### src/rtl/key_event_sched.sv
// -----------------------------------------------------------------------------
// key_event_sched
//   Front-panel key controller. Takes debounced key_flag/key_state pairs from
//   NUM_KEYS key filters and classifies every press as short or long. The
//   resulting per-key events are round-robin arbitrated into a small FIFO that
//   a single valid/ready consumer drains.
//
//   Optional feature (macro KEY_REPEAT_EN):
//     defined   - while a key stays held after its long event, another long
//                 event is posted every REPEAT_CNT cycles until release.
//     undefined - exactly one long event per hold; REPEAT_CNT is unused.
//
// Parameters
//   NUM_KEYS    number of key channels (>= 2)
//   LONG_CNT    hold cycles that qualify a long press
//   REPEAT_CNT  auto-repeat period in cycles (KEY_REPEAT_EN only)
//   FIFO_DEPTH  event FIFO entries, power of 2 (>= 2)
//   CNT_W       hold counter width, 2^CNT_W > max(LONG_CNT, REPEAT_CNT)
//
// Ports
//   Clk        in   system clock
//   Rst_n      in   asynchronous active-low reset
//   key_flag   in   one-cycle debounced edge pulse per key
//   key_state  in   debounced level per key: 0 = pressed, 1 = released
//   evt_valid  out  FIFO head holds an event
//   evt_ready  in   consumer accepts the head this cycle
//   evt_key    out  key index of the head event (0 when empty)
//   evt_long   out  1 = long/repeat event, 0 = short (0 when empty)
//   overflow   out  sticky: an event was dropped since reset
// -----------------------------------------------------------------------------
module key_event_sched #(
  parameter int NUM_KEYS   = 4,
  parameter int LONG_CNT   = 25000000,
  parameter int REPEAT_CNT = 10000000,
  parameter int FIFO_DEPTH = 4,
  parameter int CNT_W      = 25
) (
  input  logic                        Clk,
  input  logic                        Rst_n,
  input  logic [NUM_KEYS-1:0]         key_flag,
  input  logic [NUM_KEYS-1:0]         key_state,
  output logic                        evt_valid,
  input  logic                        evt_ready,
  output logic [$clog2(NUM_KEYS)-1:0] evt_key,
  output logic                        evt_long,
  output logic                        overflow
);

  localparam int KEY_W  = $clog2(NUM_KEYS);
  localparam int PTR_W  = $clog2(FIFO_DEPTH);
  localparam int FCNT_W = PTR_W + 1;

  localparam logic [CNT_W-1:0] LONG_LAST = CNT_W'(LONG_CNT - 1);
`ifdef KEY_REPEAT_EN
  localparam logic [CNT_W-1:0] REPEAT_LAST = CNT_W'(REPEAT_CNT - 1);
`endif

  // Reject configurations the counters or the FIFO pointers cannot represent.
  if (NUM_KEYS < 2 || FIFO_DEPTH < 2 || (FIFO_DEPTH & (FIFO_DEPTH - 1)) != 0 ||
      LONG_CNT < 1 || REPEAT_CNT < 1 ||
      ((CNT_W < 31) && (LONG_CNT >= (1 << CNT_W) || REPEAT_CNT >= (1 << CNT_W))))
  begin : g_bad_params
    $error("key_event_sched: illegal parameter combination");
  end

  typedef enum logic [1:0] {
    K_IDLE,
    K_HELD,
    K_LONGD
  } key_st_e;

  typedef struct packed {
    logic [KEY_W-1:0] key;
    logic             lng;
  } evt_t;

  // ---------------------------------------------------------------------------
  // Per-key state
  // ---------------------------------------------------------------------------
  key_st_e             key_st_q [NUM_KEYS];
  logic [CNT_W-1:0]    cnt_q    [NUM_KEYS];

  logic [NUM_KEYS-1:0] press, rel;
  logic [NUM_KEYS-1:0] hit_long, hit_rep;
  logic [NUM_KEYS-1:0] post, post_long;

  // Pending slot per key, overflow flag, arbiter pointer
  logic [NUM_KEYS-1:0] pend_q, pend_d;
  logic [NUM_KEYS-1:0] pend_long_q, pend_long_d;
  logic                overflow_q, overflow_d;
  logic [KEY_W-1:0]    rr_ptr_q, rr_ptr_d;

  // Arbiter
  logic [KEY_W-1:0]    scan_idx [NUM_KEYS];
  logic                gnt_valid;
  logic [KEY_W-1:0]    gnt_idx;

  // FIFO
  evt_t                mem_q [FIFO_DEPTH];
  logic [PTR_W-1:0]    wr_ptr_q, wr_ptr_d;
  logic [PTR_W-1:0]    rd_ptr_q, rd_ptr_d;
  logic [FCNT_W-1:0]   fifo_cnt_q, fifo_cnt_d;
  logic                push, pop;
  evt_t                head;

  // ---------------------------------------------------------------------------
  // Event detection: edges, thresholds and what each key posts this cycle
  // ---------------------------------------------------------------------------
  always_comb begin
    // NOTE: every combinational output is assigned a default before any
    // conditional logic, so no path can leave a value held (no latches).
    press     = key_flag & ~key_state;
    rel       = key_flag &  key_state;
    hit_long  = '0;
    hit_rep   = '0;
    post      = '0;
    post_long = '0;
    for (int i = 0; i < NUM_KEYS; i++) begin
      hit_long[i] = (key_st_q[i] == K_HELD) && (cnt_q[i] == LONG_LAST);
`ifdef KEY_REPEAT_EN
      hit_rep[i]  = (key_st_q[i] == K_LONGD) && (cnt_q[i] == REPEAT_LAST);
`endif
      // A release coinciding with the long threshold yields the long event only.
      post_long[i] = hit_long[i] | hit_rep[i];
      post[i]      = post_long[i] | ((key_st_q[i] == K_HELD) & rel[i]);
    end
  end

  // ---------------------------------------------------------------------------
  // Per-key press classifier FSMs
  // ---------------------------------------------------------------------------
  always_ff @(posedge Clk or negedge Rst_n) begin
    // NOTE: state registers use non-blocking assignments so every flop samples
    // the pre-edge values regardless of statement order.
    if (!Rst_n) begin
      for (int i = 0; i < NUM_KEYS; i++) begin
        key_st_q[i] <= K_IDLE;
        cnt_q[i]    <= '0;
      end
    end else begin
      for (int i = 0; i < NUM_KEYS; i++) begin
        unique case (key_st_q[i])
          K_IDLE: begin
            if (press[i]) begin
              key_st_q[i] <= K_HELD;
              cnt_q[i]    <= '0;
            end
          end
          K_HELD: begin
            if (hit_long[i]) begin
              key_st_q[i] <= rel[i] ? K_IDLE : K_LONGD;
              cnt_q[i]    <= '0;
            end else if (rel[i]) begin
              key_st_q[i] <= K_IDLE;
              cnt_q[i]    <= '0;
            end else begin
              cnt_q[i]    <= cnt_q[i] + CNT_W'(1);
            end
          end
          K_LONGD: begin
            if (rel[i]) begin
              key_st_q[i] <= K_IDLE;
              cnt_q[i]    <= '0;
            end
`ifdef KEY_REPEAT_EN
            else if (hit_rep[i]) begin
              cnt_q[i]    <= '0;
            end else begin
              cnt_q[i]    <= cnt_q[i] + CNT_W'(1);
            end
`endif
          end
          default: begin
            key_st_q[i] <= K_IDLE;
            cnt_q[i]    <= '0;
          end
        endcase
      end
    end
  end

  // ---------------------------------------------------------------------------
  // Round-robin arbiter: first pending key at or above rr_ptr, wrapping
  // ---------------------------------------------------------------------------
  always_comb begin
    for (int k = 0; k < NUM_KEYS; k++) begin
      scan_idx[k] = KEY_W'((int'(rr_ptr_q) + k) % NUM_KEYS);
    end
  end

  always_comb begin
    gnt_valid = 1'b0;
    gnt_idx   = '0;
    if (fifo_cnt_q < FCNT_W'(FIFO_DEPTH)) begin
      for (int k = 0; k < NUM_KEYS; k++) begin
        if (!gnt_valid && pend_q[scan_idx[k]]) begin
          gnt_valid = 1'b1;
          gnt_idx   = scan_idx[k];
        end
      end
    end
  end

  // ---------------------------------------------------------------------------
  // Pending slots and overflow. A key whose slot is still occupied at the time
  // it posts loses the new event, even if the slot drains in the same cycle.
  // ---------------------------------------------------------------------------
  always_comb begin
    pend_d      = pend_q;
    pend_long_d = pend_long_q;
    overflow_d  = overflow_q;
    rr_ptr_d    = rr_ptr_q;
    if (gnt_valid) begin
      pend_d[gnt_idx] = 1'b0;
      rr_ptr_d        = (gnt_idx == KEY_W'(NUM_KEYS - 1)) ? '0 : gnt_idx + KEY_W'(1);
    end
    for (int i = 0; i < NUM_KEYS; i++) begin
      if (post[i]) begin
        if (pend_q[i]) begin
          overflow_d = 1'b1;
        end else begin
          pend_d[i]      = 1'b1;
          pend_long_d[i] = post_long[i];
        end
      end
    end
  end

  // ---------------------------------------------------------------------------
  // FIFO control
  // ---------------------------------------------------------------------------
  assign push = gnt_valid;
  assign pop  = evt_valid & evt_ready;

  always_comb begin
    wr_ptr_d   = push ? wr_ptr_q + PTR_W'(1) : wr_ptr_q;
    rd_ptr_d   = pop  ? rd_ptr_q + PTR_W'(1) : rd_ptr_q;
    fifo_cnt_d = fifo_cnt_q;
    if (push && !pop) begin
      fifo_cnt_d = fifo_cnt_q + FCNT_W'(1);
    end else if (pop && !push) begin
      fifo_cnt_d = fifo_cnt_q - FCNT_W'(1);
    end
  end

  always_ff @(posedge Clk or negedge Rst_n) begin
    if (!Rst_n) begin
      pend_q      <= '0;
      pend_long_q <= '0;
      overflow_q  <= 1'b0;
      rr_ptr_q    <= '0;
      wr_ptr_q    <= '0;
      rd_ptr_q    <= '0;
      fifo_cnt_q  <= '0;
    end else begin
      pend_q      <= pend_d;
      pend_long_q <= pend_long_d;
      overflow_q  <= overflow_d;
      rr_ptr_q    <= rr_ptr_d;
      wr_ptr_q    <= wr_ptr_d;
      rd_ptr_q    <= rd_ptr_d;
      fifo_cnt_q  <= fifo_cnt_d;
    end
  end

  // NOTE: the storage array has no reset; its contents only matter once the
  // reset count says an entry is valid, and the outputs are gated by that.
  always_ff @(posedge Clk) begin
    if (push) begin
      mem_q[wr_ptr_q] <= '{key: gnt_idx, lng: pend_long_q[gnt_idx]};
    end
  end

  // ---------------------------------------------------------------------------
  // Outputs
  // ---------------------------------------------------------------------------
  assign head      = mem_q[rd_ptr_q];
  assign evt_valid = (fifo_cnt_q != '0);
  assign evt_key   = evt_valid ? head.key : '0;
  assign evt_long  = evt_valid ? head.lng : 1'b0;
  assign overflow  = overflow_q;

endmodule

### config.mk
export PLATFORM = sky130hd
export DESIGN_NAME = key_event_sched
export DESIGN_NICKNAME = d
export VERILOG_FILES = /design/src/rtl/key_event_sched.sv
export SDC_FILE = /design/constraint.sdc
export NUM_CORES = 1
export LEC_CHECK = 0
export BUFFER_PORTS_ARGS = -buffer_cell sky130_fd_sc_hd__buf_2
export CAP_MARGIN = 20
export CORE_UTILIZATION = 55
export CTS_BUF_LIST = sky130_fd_sc_hd__clkbuf_2 sky130_fd_sc_hd__clkbuf_4 sky130_fd_sc_hd__clkbuf_8
export DETAILED_ROUTE_END_ITERATION = 10
export HOLD_SLACK_MARGIN = 0.02
export MAX_ROUTING_LAYER = met4
export PLACE_DENSITY = 0.71
export SKIP_LAST_GASP = 1
export SYNTH_ARGS = -nofsm -noshare
export SYNTH_HDL_FRONTEND = slang
export SYNTH_SLANG_ARGS = --single-unit
### constraint.sdc
create_clock -name Clk -period 3.1 [get_ports Clk]
set_input_delay 0.62 -clock Clk [delete_from_list [all_inputs] [get_ports Clk]]
set_output_delay 0.62 -clock Clk [all_outputs]
set_load 0.1 [all_outputs]
==> impl_metrics.ini, run 1 <==
[critical_path]
crit_path_from = rd_ptr_q[0]
timing.critical_path.arrival_ns = 1.94
max_stage_delay_ns = 0.54
worst_r2r_path_depth = 5
cp.buffers_inverters = 1
critical-path-top-delay-family = multiplexers
timing.critical_path.slowest_stage_cell = mux4_2
worstSetupPathDepth = 3
timing.critical_path.from_type = flop
worst-setup-path-type = reg -> out
rr_endpoint = cnt_q[39]
regToRegStartpoint = cnt_q[34]
worstPathMaxFanout = 5
cp-endpoint = evt_key[0]
reg2reg_slack_ns = 0.72
worst_ep_required_time_ns = 2.48
worstPathCellList = mux4_2 -> and2_1 -> buf_2
endpoint_kind = output port

[timing]
grt_setup_unrepaired = no
setup-violations-final = 0
max_freq_ghz = 0.3903
final-hold-violation-count = 0
final.min_clock_period_ns = 2.562
timing.max_slew.rel_slack_pct = 38.90
layout_worst_path_cycle_share_pct = 82.66
tightestPinTransition_ns = 0.9166
slew_viol_final = 0
timing.setup.tns_ns = 0
final.setup_skew_ns = 0.01186

[routing]
num_vias = 6245
drtAntennaViolNets = 0
drtIter0Drc = 419
drt-total-wl_mm = 16.54
routed_via_density = 6.226
detailedRoute.firstPassIterationCount = 5
drc_errors = 0
per_cell_routed_wire_length_um = 16.49

[global_routing]
first_global_vias = 6148
grt_antenna_before_repair = 0
grt_pass1_wl_mm = 28.81
grt_remaining_overflow = 0
grt_use_total_pct = 25.61
largest_net_degree_at_the_start_of_global_routing = 66

[power_and_ir_drop]
static_leak_uw = 0.003345
power_density_nw_per_um2 = 643.9
irDropWorstVdd_uv = 372.9

[yosys]
synth_seq_cells = 138
synth-main-ff-cell = dfrtp_1
gate_count_post_synth = 800
fraction_of_the_yosys_area_taken_by_sequential_cells_pct = 45.95
mappedNetlistNets = 825
synth_area_per_cell_um2 = 9.558
asyncSetResetFlopFracSynth_pct = 91.30
yosysWarningCount = 0
synthesis.area_um2 = 7646
synth.distinct_cells = 76
number_of_synthesized_flops_with_an_enable_pin = 12

[die]
fp.dieW_um = 119.9
number_of_rows_created_at_floorplan = 42
i_o_pin_total = 16
die_y_um = 119.9
die_outline_area_um2 = 14380
floorplan.core_area_um2 = 13400
floorplan.initialDensity_pct = 57.06

[layout]
finalNetCount = 840
fin_util_pct = 62.29
n_antenna_cell = 0
drive_above_1_share_pct = 10.52
finalNonFillerCells = 1003
area_delta_synth_final_pct = 9.164
top_library_cells_by_usage_in_the_layout_fill_and_taps_aside = 126 x dfrtp_1, 85 x nor2_1, 58 x nand2_1, 45 x nand3_1, 41 x a31oi_1
layout.cells.most_common = dfrtp_1

[clocking]
post_cts_sizing_count = 0
tritoncts = built
clk_pin_slew_ns = 0.08
postCtsSetupRepairBufs = 0
cts_max_path_buffers = 2
clock_latency_ns = 0.45
htree_levels = 4
cts_buffers = 17
cts_root_buffer = clkbuf_8
hold_buffers = 0
cts_sinks = 138

[status]
run_status = complete, no violations

[place]
place.port_buffers = 15
dpl.cell_count = 972
place_hpwl_mm = 11.35
routabilityCongestion = 0.8681

[flow_run]
drv_cap = 0

[min_path]
min_path_type = in -> async
per-stage QoR:
stage	instance area (um2)	setup slack [ns]	hold slack, ns	power (uW)
6_report	8347	0.5376	0.1184	5375
2_1_floorplan	7646	0.1433	0.3244	3428
3_3_place_gp	7904	0.7661	0.4729	3684
5_1_grt	8347	0.4581	0.1273	5677
4_1_cts	8347	0.4907	0.1100	5420
3_5_place_dp	7904	0.6443	0.4911	3758
kinds of logic (layout without fill, tap and decap cells):
logic type                 Yosys count  in the layout  share of synthesized area, %
xor gates and xnor gates            57             57                         6.529
buffers and inverters               57             84                         3.191
AOI/OAI and AO/OA                  144            144                         12.90
and+or+nand+nor                    378            378                         26.95
adders and majority gates           14             14                         2.389
muxes                               12             12                         2.095
DFF                                138            138                         45.95
power by group:
| part | switching, uW | total [uW] | internal, uW |
|---|---|---|---|
| registers | 236 | 2320 | 2080 |
| clock network | 699 | 1650 | 955 |
| logic | 896 | 1400 | 506 |
how the worst min path moves through the flow:
stage | startpoint | end | slack, ns
6_report | Rst_n | cnt_q[80] | 0.12
5_1_grt | Rst_n | cnt_q[84] | 0.13
4_1_cts | Rst_n | cnt_q[80] | 0.11
3_5_place_dp | cnt_q[19] | cnt_q[19] | 0.49
3_3_place_gp | cnt_q[19] | cnt_q[19] | 0.47
2_1_floorplan | Rst_n | cnt_q[0] | 0.32
flip-flops by register name (all words and copies together), names as in the netlist:
register / cells
cnt_q: 100
rr_ptr_q: 2
mem_q: 12
overflow: 1
wr_ptr_q: 2
fifo_cnt_q: 3
rd_ptr_q: 2
pend_long_q: 4
key_st_q: 8
pend_q: 4
cells in the mapped netlist, drive strengths merged (4+ instances only):
library cell | n | area share [%]
edfxtp | 12 | 4.7
and2 | 16 | 1.3
a41oi | 7 | 0.80
o21ai | 21 | 1.4
nand2b | 11 | 0.90
xnor2 | 37 | 4.2
nor4b | 5 | 0.57
nor2b | 8 | 0.65
o31ai | 6 | 0.59
nor2 | 86 | 4.3
a31oi | 41 | 3.4
nor4 | 14 | 1.3
inv | 25 | 1.2
a21o | 5 | 0.49
nand2 | 58 | 2.8
clkbuf | 17 | 0.83
buf | 15 | 1.1
and3 | 16 | 1.3
or2 | 6 | 0.49
and4 | 9 | 1.0
o211ai | 6 | 0.59
nand4 | 36 | 3.0
nand3b | 7 | 0.69
or4 | 4 | 0.39
nand3 | 45 | 2.9
dfrtp | 126 | 41
nor3b | 6 | 0.59
mux2i | 7 | 0.92
xor2 | 20 | 2.3
ha | 13 | 2.1
nor3 | 31 | 2.4
o22ai | 4 | 0.33
or3 | 9 | 0.74
a21oi | 26 | 1.9
final cells by class:
type / count / area (um2)
Clock buffer: 18 / 241.5
Clock inverter: 13 / 201.4
Fill cell: 1121 / 5054
Inverter: 25 / 93.84
Multi-Input combinational cell: 605 / 3889
Sequential cell: 138 / 3513
Tap cell: 176 / 220.2
Timing Repair Buffer: 28 / 187.7
layer usage:
| layer | vias up | wire (um) | share of wire (%) | track usage (%) |
|---|---|---|---|---|
| met4 | 0 | 229 | 1.4 | 8.516 |
| met3 | 27 | 660 | 4.0 | 5.323 |
| met5 | - | 0 | 0 | - |
| li1 | 2985 | - | - | - |
| met1 | 3084 | 7769 | 47 | 33.64 |
| met2 | 149 | 7881 | 48 | 39.69 |
worst register-to-register path: cells and delay by family (launching register included):
kind	cells	cell delay, ns
flops	1	0.43
compound gates	3	1.01
simple gates	2	0.80
Power figures use the tool's default switching activity.
==> run 2, diff against run 1 <==
- clock period: 3.1 -> 2.4 ns (I/O delays scaled with it)
==> run 2 against run 1 <==
  * Final cell count is 2.0% higher
  * Clock-buffer cell count is 6 higher
  * Hold slack better by 0.0014 ns
  * Critical path depth stayed put
  * Clock skew is 0.0045 ns lower
  * Non-clock buffer count is 19 higher
  * Sequential share of layout area is 0.52 points lower
  * Via count is 0.37% higher
  * Clock power is 15% higher
  * Register-to-register slack worse by 0.56 ns
  * Sequential cell count stayed put
  * Critical path type unchanged
  * Critical endpoint is now evt_key[1]
  * Largest power group unchanged
==> impl_metrics.ini, run 2 (synthesis gave the netlist of run 1 again) <==
[clocking]
cts_root_buffer = clkbuf_8
cts_max_path_buffers = 2
tritoncts = built
htree_levels = 4
clock_latency_ns = 0.44
cts_sinks = 138
cts_buffers = 17
hold_buffers = 0
clk_pin_slew_ns = 0.07

[critical_path]
worstPathMaxFanout = 5
worst_r2r_path_depth = 7
crit_path_from = rd_ptr_q[0]
worstPathCellList = mux4_2 -> and2_1 -> buf_2
max_stage_delay_ns = 0.51
timing.critical_path.slowest_stage_cell = mux4_2
timing.critical_path.from_type = flop
cp.buffers_inverters = 1
worst_ep_required_time_ns = 1.92
critical-path-top-delay-family = multiplexers
timing.critical_path.arrival_ns = 1.84
regToRegStartpoint = cnt_q[75]
worstSetupPathDepth = 3
worst-setup-path-type = reg -> out
endpoint_kind = output port

[timing]
max_freq_ghz = 0.4312
layout_worst_path_cycle_share_pct = 96.62
timing.max_slew.rel_slack_pct = 24.88
setup-violations-final = 0
final.min_clock_period_ns = 2.319
final.setup_skew_ns = 0.007322
whs_ns = 0.1198
grt_setup_unrepaired = no
slew_viol_final = 0
final-hold-violation-count = 0
tightestPinTransition_ns = 1.127
timing.setup.tns_ns = 0

[status]
run_status = complete, no violations

[die]
die_y_um = 119.9
floorplan.initialDensity_pct = 57.06
fp.dieW_um = 119.9
die_outline_area_um2 = 14380
number_of_rows_created_at_floorplan = 42
floorplan.core_area_um2 = 13400
i_o_pin_total = 16

[routing]
detailedRoute.firstPassIterationCount = 5
drtAntennaViolNets = 0
drt-total-wl_mm = 16.78
per_cell_routed_wire_length_um = 16.40
drtIter0Drc = 449
routed_via_density = 6.127
num_vias = 6268
drc_errors = 0

[global_routing]
grt_remaining_overflow = 0
grt_use_total_pct = 25.61
largest_net_degree_at_the_start_of_global_routing = 63
grt_pass1_wl_mm = 28.74
grt_antenna_before_repair = 0
first_global_vias = 6118

[power_and_ir_drop]
finalPower_uw = 6767
power_density_nw_per_um2 = 800.4
static_leak_uw = 0.003423
irDropWorstVdd_uv = 586.8

[layout]
n_antenna_cell = 0
fillCellCount = 1114
biggestRegsByFlops = cnt_q x100, mem_q x12, key_st_q x8
layout.cells.most_common = dfrtp_1
drive_above_1_share_pct = 12.75
finalInstanceArea_um2 = 8454
area_delta_synth_final_pct = 10.57
top_library_cells_by_usage_in_the_layout_fill_and_taps_aside = 125 x dfrtp_1, 85 x nor2_1, 58 x nand2_1, 45 x nand3_1, 41 x a31oi_1
registers.top_by_ff_count = cnt_q
largest_reg_flops = 100
finalNetCount = 859

[flow_run]
drv_cap = 0

[place]
postPlaceCellArea_um2 = 8059
place.port_buffers = 15
place_hpwl_mm = 11.68
routabilityCongestion = 0.8748

[min_path]
min_path_type = in -> async
==> run 2: changes by cell type in the layout (fill, tap and decap cells not counted), sizes merged <==
cell      delta
buf         +19
clkbuf       +6
bufinv       -3
clkinv       -1
clkinvlp     -1
==> run 2: final timing paths <==
path                                     to  slack, ns
worst max-delay path             evt_key[1]       0.08
worst min-delay path              cnt_q[79]       0.12
worst max register to register    cnt_q[98]       0.16
worst min register to register    cnt_q[19]       0.50
max in group asynchronous       rd_ptr_q[0]       1.61
min in group Clk                rd_ptr_q[1]       0.32
==> run 2: stage by stage <==
stage               setup slack [ns]  std cells  util, %
global route                0.004017       1023    63.09
detailed placement           0.05754        991    60.14
finish                       0.08105       1023    63.09
floorplan                    0.09302        800        -
global placement              0.1105        991    60.14
CTS                          0.03852       1023    63.09
==> run 2: timing repair <==
action,in CTS,in global routing
endpoints found under the setup margin,3,0
resized for setup,1,0
setup buffers,0,0
hold endpoints to repair,0,0
==> run 2: area by class of cell <==
type                    instances  area, um2  share of cell area, %
clock inverters                 8      95.09                  1.125
multi-input cells             605       3889                  46.00
flip-flops and latches        138       3515                  41.57
well taps                     176      220.2                  2.605
clock buffers                  24      299.0                  3.537
inverters                      25      93.84                  1.110
repair buffers                 47      342.8                  4.055
==> run 2: power by group <==
part | switching, uW | total, uW | internal (uW)
Sequential | 296 | 2990 | 2690
Clock | 864 | 1890 | 1030
Combinational | 1200 | 1890 | 691
==> run 2: routing by layer <==
layer / share of wire, % / up-vias / wire [um] / track usage [%]
met5: 0 / - / 0 / -
met4: 1.4 / 0 / 232 / 8.906
met3: 4.3 / 23 / 719 / 5.466
met2: 48 / 143 / 8035 / 39.51
met1: 46 / 3084 / 7795 / 33.53
li1: - / 3018 / - / -
==> run 3, diff against run 2 <==
--- a/config.mk
+++ b/config.mk
@@ -8,10 +8,10 @@
 export BUFFER_PORTS_ARGS = -buffer_cell sky130_fd_sc_hd__buf_2
 export CAP_MARGIN = 20
-export CORE_UTILIZATION = 55
+export CORE_UTILIZATION = 40
 export CTS_BUF_LIST = sky130_fd_sc_hd__clkbuf_2 sky130_fd_sc_hd__clkbuf_4 sky130_fd_sc_hd__clkbuf_8
 export DETAILED_ROUTE_END_ITERATION = 10
 export HOLD_SLACK_MARGIN = 0.02
 export MAX_ROUTING_LAYER = met4
-export PLACE_DENSITY = 0.71
+export PLACE_DENSITY = 0.55
 export SKIP_LAST_GASP = 1
 export SYNTH_ARGS = -nofsm -noshare
==> constraint.sdc (replaced) <==
create_clock -name Clk -period 2.4 [get_ports Clk]
set_input_delay 0.48 -clock Clk [delete_from_list [all_inputs] [get_ports Clk]]
set_output_delay 0.48 -clock Clk [all_outputs]
set_load 0.01 [all_outputs]
==> run 3 against run 2 <==
  * Wire length grew 1.9%
  * Hold slack lost 0.086 ns
  * Clock power grew 24%
  * Maximum frequency grew 2.7%
  * Worst setup slack gained 0.061 ns
  * Critical path type unchanged
==> impl_metrics.ini, run 3 (synthesis gave the netlist of run 1 again) <==
[power_and_ir_drop]
irDropWorstVdd_uv = 417.9
finalPower_uw = 6849
static_leak_uw = 0.003506
power_density_nw_per_um2 = 788.3

[clocking]
postCtsSetupRepairBufs = 0
cts_root_buffer = clkbuf_8
cts_max_path_buffers = 2
htree_levels = 4
tritoncts = built
hold_buffers = 0
cts_buffers = 17
clock_latency_ns = 0.44
cts_sinks = 138
post_cts_sizing_count = 0
clk_pin_slew_ns = 0.08

[global_routing]
grt_remaining_overflow = 0
grt_use_total_pct = 18.98
largest_net_degree_at_the_start_of_global_routing = 50
grt_pass1_wl_mm = 29.37
first_global_vias = 6013
grt_antenna_before_repair = 0

[timing]
tightestPinTransition_ns = 0.6192
setup-violations-final = 0
whs_ns = 0.03362
final.setup_skew_ns = 0.01328
max_freq_ghz = 0.4428
final.min_clock_period_ns = 2.258
grt_setup_unrepaired = no
layout_worst_path_cycle_share_pct = 94.10
slew_viol_final = 0
timing.max_slew.rel_slack_pct = 58.49
timing.setup.tns_ns = 0
final-hold-violation-count = 0

[layout]
top_library_cells_by_usage_in_the_layout_fill_and_taps_aside = 126 x dfrtp_1, 85 x nor2_1, 58 x nand2_1, 45 x nand3_1, 41 x a31oi_1
fillCellCount = 1753
biggestRegsByFlops = cnt_q x100, mem_q x12, key_st_q x8
layout.cells.most_common = dfrtp_1
fin_util_pct = 46.45
sequential_standard_cell_area_um2 = 3513
registers.top_by_ff_count = cnt_q
largest_reg_flops = 100
multi_input_area_um2 = 3889
area_delta_synth_final_pct = 13.63
finalNetCount = 866
n_antenna_cell = 0
drive_above_1_share_pct = 13.35

[die]
number_of_rows_created_at_floorplan = 50
fp.dieW_um = 140.3
i_o_pin_total = 16
die_outline_area_um2 = 19670
die_y_um = 140.3
floorplan.core_area_um2 = 18710
floorplan.initialDensity_pct = 40.88

[routing]
per_cell_routed_wire_length_um = 15.72
num_vias = 6223
drtAntennaViolNets = 0
drtIter0Drc = 447
drc_errors = 0
detailedRoute.firstPassIterationCount = 5
drt-total-wl_mm = 17.10
routed_via_density = 5.720

[critical_path]
worst_ep_required_time_ns = 1.92
worst_r2r_path_depth = 7
crit_path_from = rd_ptr_q[0]
timing.critical_path.from_type = flop
reg2reg_slack_ns = 0.17
worst-setup-path-type = reg -> out
endpoint_kind = output port
regToRegStartpoint = cnt_q[75]
worstPathMaxFanout = 5
rr_endpoint = cnt_q[86]
timing.critical_path.arrival_ns = 1.78

[place]
place_hpwl_mm = 11.80
routabilityCongestion = 0.8157
place.port_buffers = 15

[flow_run]
drv_cap = 0

[status]
run_status = complete, no violations

[min_path]
min_path_type = in -> async
## run 3: report_power, final
group	internal, uW	switching, uW
registers	2690	293
logic	707	816
clock network	1420	923
## run 3: cell type report
| cell class | count | share of cell area [%] |
|---|---|---|
| multi-input cells | 605 | 44.76 |
| flip-flops and latches | 138 | 40.44 |
| repair buffers | 54 | 4.695 |
| well taps | 234 | 3.370 |
| clock buffers | 20 | 3.168 |
| clock inverters | 12 | 2.491 |
| inverters | 25 | 1.080 |
## run 3: worst max-delay path by stage
stage	to	cells after the start
after floorplan	fifo_cnt_q[2]	10
after global placement	cnt_q[92]	6
after detailed placement	cnt_q[92]	6
after CTS	evt_long	3
after global routing	cnt_q[87]	7
final	evt_long	3
## run 3: routing by layer
metal	vias up	routed length [um]	global-route usage, %
met5	-	0	-
met4	0	89	4.511
met3	7	566	3.897
met2	112	7909	29.58
met1	3059	8536	25.33
li1	3045	-	-
## run 3: worst max-delay path, cell delays in order, from the launching register on
cell	delay, ns
dfrtp_1	0.50
mux4_2	0.54
and2_1	0.17
buf_2	0.13
## run 3: metrics by stage
stage / setup slack [ns] / std cells / area, um2
4_1_cts: 0.07990 / 1083 / 8651
6_report: 0.1416 / 1088 / 8688
3_3_place_gp: 0.02037 / 1051 / 8159
2_1_floorplan: 0.1631 / 800 / 7646
3_5_place_dp: -0.01796 / 1051 / 8159
5_1_grt: 0.02645 / 1088 / 8688
